### src/rtl/div_seq.sv
// Sequential 32-bit restoring divider (DIV/DIVU), one quotient bit per clock.
// Optional macro DIV_ZERO_FAST_EN: a zero divisor short-circuits to a zero result.
module div_seq (
  input  logic        clk,
  input  logic        rst_n,
  input  logic        start_in,
  input  logic        annul_in,
  input  logic        signed_div_in,
  input  logic [31:0] opdata1_in,
  input  logic [31:0] opdata2_in,
  output logic [63:0] result_out,
  output logic        ready_out,
  output logic        stall_req_out
);

  typedef enum logic [1:0] {FREE, BY_ZERO, ON, END} state_t;

  state_t      state, state_nxt;
  logic [5:0]  cnt;
  logic [31:0] rem_r, quo_r, dsr_r;
  logic        neg_q_r, neg_r_r;
  logic [32:0] partial;
  logic [31:0] rem_step, quo_step;
  logic [31:0] op1_abs, op2_abs;
  logic        launch;

  assign launch  = start_in & ~annul_in;
  assign op1_abs = (signed_div_in && opdata1_in[31]) ? 32'(-opdata1_in) : opdata1_in;
  assign op2_abs = (signed_div_in && opdata2_in[31]) ? 32'(-opdata2_in) : opdata2_in;

  // The dividend magnitude sits in quo_r and is shifted out MSB-first into the
  // partial remainder while quotient bits are shifted in from the bottom.
  always_comb begin
    partial  = {rem_r, quo_r[31]};
    rem_step = partial[31:0];
    quo_step = {quo_r[30:0], 1'b0};
    if (partial >= {1'b0, dsr_r}) begin
      rem_step = 32'(partial - {1'b0, dsr_r});
      quo_step = {quo_r[30:0], 1'b1};
    end
  end

  always_comb begin
    state_nxt = state;
    case (state)
      FREE: begin
        if (launch) begin
`ifdef DIV_ZERO_FAST_EN
          state_nxt = (opdata2_in == '0) ? BY_ZERO : ON;
`else
          state_nxt = ON;
`endif
        end
      end
      BY_ZERO: state_nxt = annul_in ? FREE : END;
      ON: begin
        if (annul_in || !start_in) state_nxt = FREE;
        else if (cnt == 6'd31)     state_nxt = END;
      end
      END:     state_nxt = start_in ? END : FREE;
      default: state_nxt = FREE;
    endcase
  end

  always_ff @(posedge clk or negedge rst_n) begin
    if (!rst_n) state <= FREE;
    else        state <= state_nxt;
  end

  always_ff @(posedge clk or negedge rst_n) begin
    if (!rst_n) begin
      cnt        <= '0;
      rem_r      <= '0;
      quo_r      <= '0;
      dsr_r      <= '0;
      neg_q_r    <= 1'b0;
      neg_r_r    <= 1'b0;
      result_out <= '0;
      ready_out  <= 1'b0;
    end else begin
      case (state)
        FREE: begin
          ready_out  <= 1'b0;
          result_out <= '0;
          if (launch) begin
            cnt     <= '0;
            rem_r   <= '0;
            quo_r   <= op1_abs;
            dsr_r   <= op2_abs;
            neg_q_r <= signed_div_in & (opdata1_in[31] ^ opdata2_in[31]);
            neg_r_r <= signed_div_in & opdata1_in[31];
          end
        end
        BY_ZERO: begin
          rem_r <= '0;
          quo_r <= '0;
        end
        ON: begin
          if (state_nxt == ON) begin
            rem_r <= rem_step;
            quo_r <= quo_step;
            cnt   <= cnt + 6'd1;
          end else if (state_nxt == END) begin
            rem_r <= neg_r_r ? 32'(-rem_step) : rem_step;
            quo_r <= neg_q_r ? 32'(-quo_step) : quo_step;
            cnt   <= cnt + 6'd1;
          end
        end
        END: begin
          if (start_in) begin
            ready_out  <= 1'b1;
            result_out <= {rem_r, quo_r};
          end else begin
            ready_out  <= 1'b0;
            result_out <= '0;
          end
        end
        default: ;
      endcase
    end
  end

  assign stall_req_out = rst_n & (((state == FREE) & launch) | (state == ON) | (state == BY_ZERO));

endmodule

### config.mk
export PLATFORM = sky130hd
export DESIGN_NAME = div_seq
export DESIGN_NICKNAME = d
export VERILOG_FILES = /design/src/rtl/div_seq.sv
export SDC_FILE = /design/constraint.sdc
export NUM_CORES = 1
export LEC_CHECK = 0
export ABC_CLOCK_PERIOD_IN_PS = 12850
export BUFFER_PORTS_ARGS = -buffer_cell sky130_fd_sc_hd__buf_2
export CAP_MARGIN = 20
export CORE_ASPECT_RATIO = 1.25
export CORE_MARGIN = 1.5
export CORE_UTILIZATION = 50
export DETAILED_ROUTE_END_ITERATION = 10
export PLACE_DENSITY_LB_ADDON = 0.05
export SKIP_CTS_REPAIR_TIMING = 1
export SLEW_MARGIN = 40
export SYNTH_ARGS = -nofsm -noshare
export SYNTH_HDL_FRONTEND = slang
export SYNTH_SLANG_ARGS = --single-unit
### constraint.sdc
create_clock -name clk -period 12.85 [get_ports clk]
set_clock_uncertainty 0.2 [all_clocks]
set_input_delay 0 -clock clk [delete_from_list [all_inputs] [get_ports clk]]
set_output_delay 0 -clock clk [all_outputs]
set_load 0.01 [all_outputs]
# After elaboration in Yosys (flattened, before gate mapping)
# Index checks and enable logic that the tools add are counted.
# totals
regBits	171
in_bits	69
output_inout_bits	66
# op_classes
addsub	6
magnitude_cmp	1
eq_ne	8
n_mux	28
n_bitwise	9
n_reduce_logical	11
# ops
op	count
2-to-1 mux 32 bit	11
case mux 32 bit (3 select lines)	2
negation 32 bit	4
case mux 64 bit (2 select lines)	1
2-to-1 mux 64 bit	1
greater-or-equal comparator 33 x 32 -> 1 bit	1
subtractor 32 bit	1
2-to-1 mux 6 bit	3
case mux 6 bit (2 select lines)	1
2-to-1 mux 2 bit	5
equality test 2 bit (second input constant)	4
case mux 2 bit (4 select lines)	1
adder 6 x 1 -> 6 bit (second input constant)	1
equality test 6 x 5 -> 1 bit (second input constant)	1
AND reduction 3 bit	2
AND 1 bit	5
nonzero test 2 bit	2
!= test 3 bit (second input constant)	1
nonzero test 3 bit	1
equality test 2 x 1 -> 1 bit (second input constant)	1
logical AND 1 bit	2
zero test 2 bit	1
2-to-1 mux 1 bit	2
!= test 2 bit (second input constant)	1
other kinds (7)	8

# Logic depth before layout (Yosys ltp)
# Gate-level depths: netlist of the first run.
# logic_depth
ltp_word	8
ltp_mapped	24

# Worst setup path before layout of the first run
# No wires, ideal clock.
# synth_timing
kind	reg-to-reg
startpoint	reg rem_r[4]
endpoint	reg rem_r[26]
t_arrival_ns	4.677
required_ns	12.558
slack_ns	7.881
path_stages_with_launch	22
path_buffers	5
period_less_slack_ns	4.969
path_cell_list	dfrtp_1 -> ha_1 -> clkbuf_1 -> nand2_1 -> nor3_2 -> o211ai_1 -> a311oi_2 -> or2_4 -> buf_6 -> buf_4 -> buf_4 -> buf_2 -> mux2i_1 -> ha_1 -> nand2_1 -> or4_4 -> mux2i_4 -> o21ai_2 -> a2111oi_4 -> a31oi_1 -> xor2_1 -> o31ai_2
# synth_via
elab_chain_len	7
# synth_lines
item	line_no	rtl
from (decl)	20	logic [31:0] rem_r, quo_r, dsr_r;
from (signal assigned)	100	rem_r <= rem_step;
from (signal assigned)	104	rem_r <= neg_r_r ? 32'(-rem_step) : rem_step;
subtractor 32 bit / greater-or-equal comparator 33 x 32 -> 1 bit (equally long branches)	38, 37	
2-to-1 mux 32 bit (*)	37	if (partial >= {1'b0, dsr_r}) begin
negation 32 bit	104	
2-to-1 mux 32 bit	104	
2-to-1 mux 32 bit	103	end else if (state_nxt == END) begin
2-to-1 mux 32 bit (*)	99	if (state_nxt == ON) begin
case mux 32 bit (3 select lines) (*)	81	case (state)
# Mark *: on every way between the ends. The rest lies on a longest branch, timed or not. The select of a mux whose other input is x is not followed.
# A chain may end at the register's enable or synchronous reset.

# Worst setup path in the final report of the first run
# layout_timing
startpoint	reg rem_r[14]
endpoint	reg rem_r[26]
# Same word-level chain as after synthesis.

==> impl_metrics.yaml, run 1 <==
run_status:
  status: "finished, final reports clean"
global_routing:
  grt_max_degree: 90
  grt_pass1_vias: 10600
  antenna_found_initial: 0
  grt_pass1_wl_um: 57600
  grt.total_usage_pct: 29.6
  overflow: 0
finish:
  antenna_cells: 0
  fillers: 2161
  drive_gt1_share_pct: 14.0
  finalNonFillerCells: 1903
  nets: 1676
  syn2layout_area_growth_pct: 19.2
sta:
  finalSetupViolCount: 0
  max_freq_mhz: 176
  finalHoldViolCount: 0
  worstMarginPinSlew_ns: 0.758
  slew_violations: 0
  rsz0062_at_grt: "no"
  tns_ns: 0
  max_slew_margin_pct: 49.3
  fin_crit_ns: 5.67
  period_share_pct: 44.1
synth:
  synth_area_um2: 12100
  ys_seq_area_share_pct: 35.4
  synth_commonest_cells: "dfrtp_1 (171), nand2_1 (154), o21ai_0 (109)"
  synth_nets: 1509
  ys_top_cells_by_area: "dfrtp_1 (35%), xor2_1 (5.7%), a22o_1 (4.8%)"
  synth.top_cell.area_share_pct: 35.4
  yosys_warnings: 0
  synth-main-ff-cell: "dfrtp_1"
  synth_edf_count: 0
  syn_avg_cell_area_um2: 8.66
  netlist_instances: 1398
  ys_types: 86
  ys_async_sr_fraction_pct: 100
  yosys_register_bits: 171
  yosysTopAreaCell: "dfrtp_1"
  yosysMostFrequentCell: "dfrtp_1"
power:
  power_density_nw_per_um2: 252
  p_int_mw: 1.79
  p_sw_mw: 1.85
  pwr-share-clk_pct: 13.9
  power.total_mw: 3.64
  pwr-share-seq_pct: 23.5
  pwr-share-comb_pct: 62.7
  swShare_pct: 50.9
  leakage_nw: 6.37
  max-vdd-ir-drop_v: 0.000159
setup_path:
  cp_max_fo: 50
  critPathArrivalTime_ns: 5.82
  critical_path.startpoint: "rem_r[14]"
  critPathKind: "reg2reg"
  end_kind: "flop"
  reg2reg_from: "rem_r[14]"
  rrSetupSlack_ns: 7.18
  cp.required_ns: 13.01
  worst_setup_path_start_kind: "flop"
placement:
  dp.cells: 1782
  portBuffers: 134
  gp_congestion: 0.943
  dp.final_hpwl_um: 26900
clock_network:
  path_clk_slew_ns: 0.07
  cts_tree: "done"
  insertion_delay_ns: 0.44
  numCtsBuffers: 17
  cts-root-buf: "clkbuf_16"
  clkSinkCount: 171
  cts-htree-levels: 4
  clockBufferDepth: 2
floorplanning:
  fp.coreArea_um2: 23700
  die_w_um: 142
  dieArea_um2: 25200
  io_pins: 135
  fp-row-count: 63
  start_util_pct: 51.0
  die_h_um: 177
drt:
  routed_via_density: 5.92
  drt-pass1-iter-count: 5
  ant_nets: 0
  avgRoutedWirePerCell_um: 19.7
  vias: 11300
  drcViolationCount: 0
  routed_wl_um: 37400
  drt_iter0_drc: 666
worst_hold_path:
  hold_class: "in2reg"
  min_from: "opdata2_in[17]"
job:
  drv_cap: 0
-- metal layers --
layer | GRT usage [%] | vias to the layer above | part of all wire [%]
li1 | - | 5443 | -
met1 | 35.5 | 5455 | 41
met2 | 52.2 | 283 | 51
met3 | 3.76 | 85 | 3.2
met4 | 14.2 | 0 | 4.5
met5 | 0 | - | 0
-- power by group through the flow --
| stage | logic (mW) | clock network [mW] | registers (mW) |
|---|---|---|---|
| global placement | 2.22 | 0 | 0.855 |
| finish | 2.28 | 0.505 | 0.854 |
| global route | 2.52 | 0.537 | 0.874 |
| detailed placement | 2.23 | 0 | 0.858 |
| CTS | 2.24 | 0.515 | 0.849 |
| floorplan | 1.72 | 0 | 0.791 |
-- logic make-up after synthesis --
family,after synthesis,share of synthesized area (%)
compound gates,451,26.1
mux,23,2.03
flops,171,35.4
xor+xnor,141,10.2
fa+ha+maj,42,4.40
simple gates,423,16.9
buf+inv,147,5.05
-- final timing paths --
check | to | depth (start not counted)
worst max register to register | rem_r[26] | 16
worst max-delay path | rem_r[26] | 16
worst min-delay path | dsr_r[17] | 4
max in group asynchronous | dsr_r[9] | 4
min in group asynchronous | result_out[26] | 4
worst min register to register | dsr_r[21] | 2
-- per-stage QoR --
stage | utilization (%) | setup WS, ns | area (µm²) | hold slack (ns)
after floorplan | - | 7.88 | 12100 | -0.496
after global placement | 54.4 | 7.56 | 12900 | -0.261
after detailed placement | 54.5 | 7.31 | 12900 | -0.258
after CTS | 56.9 | 7.29 | 13500 | -0.734
after global routing | 60.8 | 7.00 | 14400 | 0.269
final | 60.8 | 7.18 | 14400 | 0.235
-- cells in the final DEF (no fill, tap or decap), drive strengths merged, types with 12 or more instances in the layout --
| master | synthesis | layout |
|---|---|---|
| dfrtp | 171 | 171 |
| nand2 | 154 | 154 |
| buf | 27 | 146 |
| o21ai | 115 | 115 |
| nor2 | 95 | 95 |
| dlygate4sd3 | 0 | 87 |
| xor2 | 79 | 79 |
| a21oi | 76 | 76 |
| a22o | 66 | 66 |
| xnor2 | 62 | 62 |
| inv | 60 | 62 |
| ha | 41 | 41 |
| o21a | 35 | 35 |
| nor3 | 33 | 33 |
| o221ai | 30 | 30 |
| nand3 | 28 | 28 |
| o31ai | 25 | 25 |
| nor4 | 22 | 22 |
| mux2i | 21 | 21 |
| a31oi | 20 | 20 |
| clkbuf | 59 | 20 |
| or4 | 15 | 15 |
| o41ai | 13 | 13 |
| a21o | 13 | 13 |
| and2 | 12 | 12 |
-- registers in the layout, summed over array words and instances (netlist names) --
| register | flops |
|---|---|
| result_out | 64 |
| dsr_r | 32 |
| quo_r | 32 |
| rem_r | 32 |
| cnt | 6 |
| state | 2 |
| neg_q_r | 1 |
| neg_r_r | 1 |
| ready_out | 1 |
-- cell type report --
cell class	instances	area [µm²]	area share [%]
multi-input combinational	1080	7260	50.4
sequential	171	4280	29.7
timing repair buffer	234	1670	11.6
clock buffer	19	453	3.14
tap	325	407	2.82
inverter	61	229	1.59
clock inverter	13	118	0.815
-- critical path, cell delays in order, from the launching register on --
cell	delay, ns
dfrtp_1	0.47
ha_1	0.51
nand4_2	0.21
nor4_1	0.44
a22oi_1	0.16
o221ai_1	0.42
or2_4	0.68
mux2i_1	0.32
ha_1	0.25
nand2_1	0.10
or4_4	0.57
mux2i_4	0.24
o21ai_2	0.12
a2111oi_4	0.35
a31oi_1	0.15
xor2_1	0.19
o31ai_2	0.19
Power figures use the tool's default switching activity.
==> inputs of run 2 (changes only) <==
Settings changed: ABC_AREA from default to 1, ABC_CLOCK_PERIOD_IN_PS 12850 to 5950.
Clock period 12.85 ns to 5.95 ns, I/O delays scaled along.
==> run 2 against run 1 <==
The run now ends with negative hold slack left. Maximum frequency is 12% higher. Utilization is 0.37 points lower. Final area is 6.0% higher. Synthesized area is 6.3% higher. Power grew to 2.5 times the previous value. Hold slack worse by 0.25 ns. Worst setup slack worse by 6.3 ns. Non-clock buffer count stayed put. Synthesized cell count is 38% higher. Clock power is 130% higher. Sequential share of layout area is 1.7 points lower. Sequential power is 110% higher. Largest cell class unchanged.
==> impl_metrics.yaml, run 2 <==
setup_path:
  end_kind: "flop"
  reg2reg_from: "rem_r[4]"
  worst_setup_path_start_kind: "flop"
  critPathArrivalTime_ns: 5.13
  cp_max_fo: 43
  critPathKind: "reg2reg"
  critical_path.startpoint: "rem_r[4]"
  cp.required_ns: 6.03
  ff2ff_path_depth: 24
synth:
  yosysMostFrequentCell: "nand2_1"
  synth_area_um2: 12900
  ys_top_cells_by_area: "dfrtp_1 (33%), nand2_1 (15%), inv_1 (7.2%)"
  synth-main-ff-cell: "dfrtp_1"
  yosys_register_bits: 171
  yosysTopAreaCell: "dfrtp_1"
  yosys_warnings: 0
  ys_types: 52
  netlist_instances: 1933
  synth_commonest_cells: "nand2_1 (525), inv_1 (248), nor2_1 (177)"
  syn_avg_cell_area_um2: 6.66
  synth.top_cell.area_share_pct: 33.2
  ys_seq_area_share_pct: 33.2
  ys_async_sr_fraction_pct: 100
  synth_nets: 2044
  synth_edf_count: 0
sta:
  period_share_pct: 84.9
  max_slew_margin_pct: 43.8
  tns_ns: 0
  rsz0062_at_grt: "no"
  slew_violations: 0
  worstMarginPinSlew_ns: 0.835
  holdWs_ns: -0.0138
  max_freq_mhz: 198
  finalHoldViolCount: 1
  fin_crit_ns: 5.05
  finalSetupViolCount: 0
clock_network:
  insertion_delay_ns: 0.44
  clkSinkCount: 171
  cts_tree: "done"
  cts-root-buf: "clkbuf_16"
  path_clk_slew_ns: 0.07
  clockBufferDepth: 2
  cts-htree-levels: 4
  numCtsBuffers: 17
power:
  power_density_nw_per_um2: 598
  leakage_nw: 7.83
  max-vdd-ir-drop_v: 0.000334
drt:
  drcViolationCount: 0
  drt-pass1-iter-count: 7
  drt_iter0_drc: 789
  routed_wl_um: 41400
  routed_via_density: 5.40
  avgRoutedWirePerCell_um: 16.7
  ant_nets: 0
  vias: 13300
worst_hold_path:
  min_delay_path_depth: 4
  hold_class: "in2reg"
  min_from: "signed_div_in"
placement:
  gp_congestion: 0.909
  dp.final_hpwl_um: 31200
  portBuffers: 134
global_routing:
  antenna_found_initial: 0
  overflow: 0
  grt_pass1_wl_um: 64100
  grt.total_usage_pct: 30.5
  grt_pass1_vias: 12500
  grt_max_degree: 64
finish:
  final_cell_mix: "nand2_1 (524), inv_1 (244), nor2_1 (176), dfrtp_1 (171), o21ai_0 (167)"
  final_common_cell: "nand2_1"
  final_core_util_pct: 60.4
  nets: 2236
  antenna_cells: 0
  fillers: 2433
  syn2layout_area_growth_pct: 18.7
  drive_gt1_share_pct: 12.1
  top_register: "result_out"
  largest_reg_flops: 64
floorplanning:
  die_h_um: 182
  start_util_pct: 50.9
  die_w_um: 147
  dieArea_um2: 26700
  io_pins: 135
  fp.coreArea_um2: 25300
  fp-row-count: 65
run_status:
  violations: "negative hold slack"
  status: "complete, but fails checks"
job:
  drv_cap: 0
-- run 2: area by class of cell --
cell class / count / area (µm²) / share of cell area [%]
Inverter: 259 / 972 / 6.36
Tap cell: 335 / 419 / 2.74
Clock buffer: 18 / 439 / 2.87
Timing Repair Buffer: 234 / 1680 / 11.0
Sequential cell: 171 / 4280 / 28.0
Clock inverter: 13 / 159 / 1.04
Multi-Input combinational cell: 1442 / 7330 / 48.0
-- run 2: path summary, 6_finish.rpt --
check | end | slack (ns)
max | quo_r[30] | 0.90
min | neg_q_r | -0.01
max reg2reg | quo_r[30] | 0.90
min reg2reg | ready_out | 0.28
max in group asynchronous | rem_r[15] | 4.52
min in group asynchronous | quo_r[29] | 0.48
-- run 2: per-stage QoR --
step	setup slack [ns]	hold slack [ns]	cells	cell area, µm²	power [mW]
3_3_place_gp	1.13	-0.197	2353	13800	7.79
5_1_grt	0.466	0.0113	2472	15300	10.0
2_1_floorplan	2.29	-0.496	1933	12900	6.38
6_report	0.898	-0.0138	2472	15300	9.15
4_1_cts	1.02	-0.671	2384	14400	9.04
3_5_place_dp	1.04	-0.198	2353	13800	7.85
-- run 2: cell families after synthesis --
| kind of cell | after synthesis | share of synthesized area [%] |
|---|---|---|
| compound gates | 340 | 14.7 |
| xor+xnor | 58 | 3.95 |
| fa+ha+maj | 42 | 4.14 |
| buf+inv | 320 | 9.83 |
| flops | 171 | 33.2 |
| simple gates | 1002 | 34.2 |
-- run 2: worst max-delay path: stages (launching register included) --
cell,delay (ns)
dfrtp_1,0.42
ha_1,0.37
nand2_1,0.16
nor2_1,0.09
inv_1,0.16
nor2_1,0.08
nand3_2,0.09
nand3_2,0.12
nor2_8,0.26
nand2_8,0.26
inv_2,0.31
ha_1,0.24
inv_1,0.04
nor3_1,0.24
nand4_1,0.21
nor4_1,0.52
nand3_1,0.19
nor2_1,0.21
nand2_1,0.11
nor2_1,0.19
nand2_1,0.07
nand2_1,0.07
a21oi_1,0.07
o21ai_0,0.08
a22oi_1,0.09
-- run 2: power by group --
group	switching, mW	leakage (nW)	internal, mW
clock network	0.523	0.296	0.640
registers	0.262	2.22	1.50
logic	4.28	5.31	1.94
total	5.06	7.83	4.08
-- run 2: layer usage --
metal | routed length [µm] | vias to the layer above | track usage [%]
met3 | 1500 | 62 | 3.25
met1 | 17500 | 6261 | 37.3
met2 | 21400 | 358 | 55.9
li1 | - | 6665 | -
met4 | 1000 | 0 | 10.0
met5 | 0 | - | 0
==> inputs of run 3 (changes only) <==
Settings changed: ABC_AREA 1 to 0, ABC_CLOCK_PERIOD_IN_PS 5950 to 4100.
Clock period 5.95 ns to 4.1 ns, I/O delays scaled along.
==> run 3 against run 2 <==
Routed wire length decreased by 1.1%. Global-route usage increased by 1.5 points. Critical path type unchanged. The run ends with negative setup slack left. Via count decreased by 9.1%. Utilization increased by 7.7 points. Critical endpoint is now rem_r[28]. First-iteration DRC count decreased by 22%. Largest power group unchanged.
==> impl_metrics.yaml, run 3 (synthesized netlist as in run 1, its figures left out) <==
worst_hold_path:
  hold_class: "in2reg"
  worst_hold_path.endpoint: "state[1]"
  min_from: "start_in"
  min_delay_path_depth: 6
setup_path:
  ff2ff_path_depth: 15
  cp_max_fo: 5
  critical_path.top_delay_family: "simple AND/OR/NAND/NOR gates"
  reg2reg_from: "rem_r[30]"
  rrSetupSlack_ns: -0.11
  worst_setup_path_start_kind: "flop"
  max_stage_delay_ns: 0.44
  crit_slowest_cell: "dfrtp_1"
  path_cells: "ha_4 -> nand4b_1 -> or3_4 -> a311oi_2 -> or2_4 -> mux2i_4 -> ha_4 -> nand2_2 -> or4_4 -> mux2i_4 -> nand2_2 -> o21ai_4 -> a41oi_2 -> xor2_1 -> o31ai_1"
  rr_endpoint: "rem_r[28]"
  end_kind: "flop"
  cp.required_ns: 4.24
  crit_buf_inv: 0
  critPathKind: "reg2reg"
  critPathArrivalTime_ns: 4.36
placement:
  placed_area_um2: 14100
  post-place-ws_ns: -0.301
  dp.final_hpwl_um: 30200
  gp_congestion: 0.986
  portBuffers: 134
clock_network:
  insertion_delay_ns: 0.45
  numCtsBuffers: 17
  path_clk_slew_ns: 0.07
  cts_tree: "done"
  cts-htree-levels: 4
  cts-root-buf: "clkbuf_16"
  clockBufferDepth: 2
  clkSinkCount: 171
power:
  power_density_nw_per_um2: 857
  leakage_nw: 7.24
  max-vdd-ir-drop_v: 0.000545
  power.total_mw: 13.8
global_routing:
  antenna_found_initial: 0
  grt.total_usage_pct: 32.1
  grt_max_degree: 100
  overflow: 0
  grt_pass1_vias: 11600
  grt_pass1_wl_um: 61900
drt:
  drcViolationCount: 0
  vias: 12100
  ant_nets: 0
  avgRoutedWirePerCell_um: 19.9
  routed_wl_um: 40900
  drt-pass1-iter-count: 5
  drt_iter0_drc: 612
  routed_via_density: 5.89
finish:
  final_area_um2: 16200
  top_register: "result_out"
  final_common_cell: "buf_4"
  syn2layout_area_growth_pct: 33.5
  antenna_cells: 0
  nets: 1833
  fillers: 1991
  drive_gt1_share_pct: 25.9
  largest_reg_flops: 64
  final_cell_mix: "buf_4 (171), dfrtp_1 (170), nand2_1 (147), buf_2 (133), o21ai_0 (94)"
sta:
  finalWorstSetupSlack_ns: -0.111
  finalSetupViolCount: 3
  slew_violations: 0
  finalHoldViolCount: 0
  rsz0062_at_grt: "yes"
  worstMarginPinSlew_ns: 0.795
  max_freq_mhz: 237
  fin_crit_ns: 4.21
  max_slew_margin_pct: 46.9
  period_share_pct: 103
floorplanning:
  die_w_um: 142
  die_h_um: 177
  io_pins: 135
  fp.coreArea_um2: 23700
  dieArea_um2: 25200
  fp-row-count: 63
  start_util_pct: 51.0
run_status:
  violations: "negative setup slack"
  status: "complete, but fails checks"
job:
  drv_cap: 0
==> run 3: changes by cell type in the layout (fill, tap and decap cells not counted), sizes merged, moves of 36 or more <==
| cell | before | now |
|---|---|---|
| nand2 | 547 | 154 |
| inv | 258 | 62 |
| buf | 148 | 310 |
| nand3 | 171 | 28 |
| nor2 | 197 | 95 |
| o21ai | 187 | 115 |
| a22o | 0 | 66 |
| xnor2 | 15 | 62 |
| xor2 | 43 | 79 |
==> run 3: layer usage <==
metal / track usage (%) / wire length [µm] / up-vias
li1: - / - / 5741
met1: 35.9 / 15700 / 5901
met2: 56.6 / 20900 / 366
met3: 4.17 / 1560 / 122
met4: 22.0 / 2820 / 0
met5: 0 / 0 / -
==> run 3: metrics by stage <==
stage / cells / TNS, ns / hold slack [ns] / util [%]
final: 2060 / -0.136 / 0.0172 / 68.1
after global routing: 2060 / -0.677 / 0.111 / 68.1
after CTS: 1968 / -2.07 / -0.566 / 62.2
after detailed placement: 1936 / -1.62 / -0.0986 / 59.6
after global placement: 1936 / -0.715 / -0.00655 / 59.5
after floorplan: 1398 / -2.79 / -0.496 / -
==> run 3: cell type report <==
| cell class | instances | area (µm²) | area share (%) |
|---|---|---|---|
| inverter | 61 | 229 | 1.42 |
| sequential | 171 | 4280 | 26.5 |
| clock inverter | 10 | 163 | 1.01 |
| multi-input combinational | 1080 | 7740 | 47.9 |
| clock buffer | 22 | 464 | 2.87 |
| timing repair buffer | 391 | 2880 | 17.8 |
| tap | 325 | 407 | 2.52 |
==> run 3: how the worst max path moves through the flow <==
stage | startpoint | end | slack, ns | cells past startpoint
3_5_place_dp | rem_r[13] | rem_r[14] | -0.30 | 17
3_3_place_gp | quo_r[31] | rem_r[25] | -0.22 | 17
6_report | rem_r[30] | rem_r[28] | -0.11 | 15
2_1_floorplan | rem_r[3] | rem_r[28] | -0.45 | 21
5_1_grt | rem_r[17] | rem_r[28] | -0.21 | 16
4_1_cts | rem_r[13] | rem_r[14] | -0.34 | 17
==> run 3: power breakdown <==
| group | internal, mW | switching, mW | leakage, nW | total, mW |
|---|---|---|---|---|
| Sequential | 2.14 | 0.479 | 2.24 | 2.62 |
| Clock | 1.06 | 0.709 | 0.306 | 1.77 |
| Combinational | 4.10 | 5.36 | 4.69 | 9.47 |
| Total | 7.30 | 6.55 | 7.24 | 13.8 |
==> run 3: tightest hold or removal path, stage by stage <==
cell and delay [ns]:
buf_2 0.09, nand2_1 0.09, o21ai_0 0.14, a311o_1 0.15, o21ai_0 0.10, inv_1 0.06
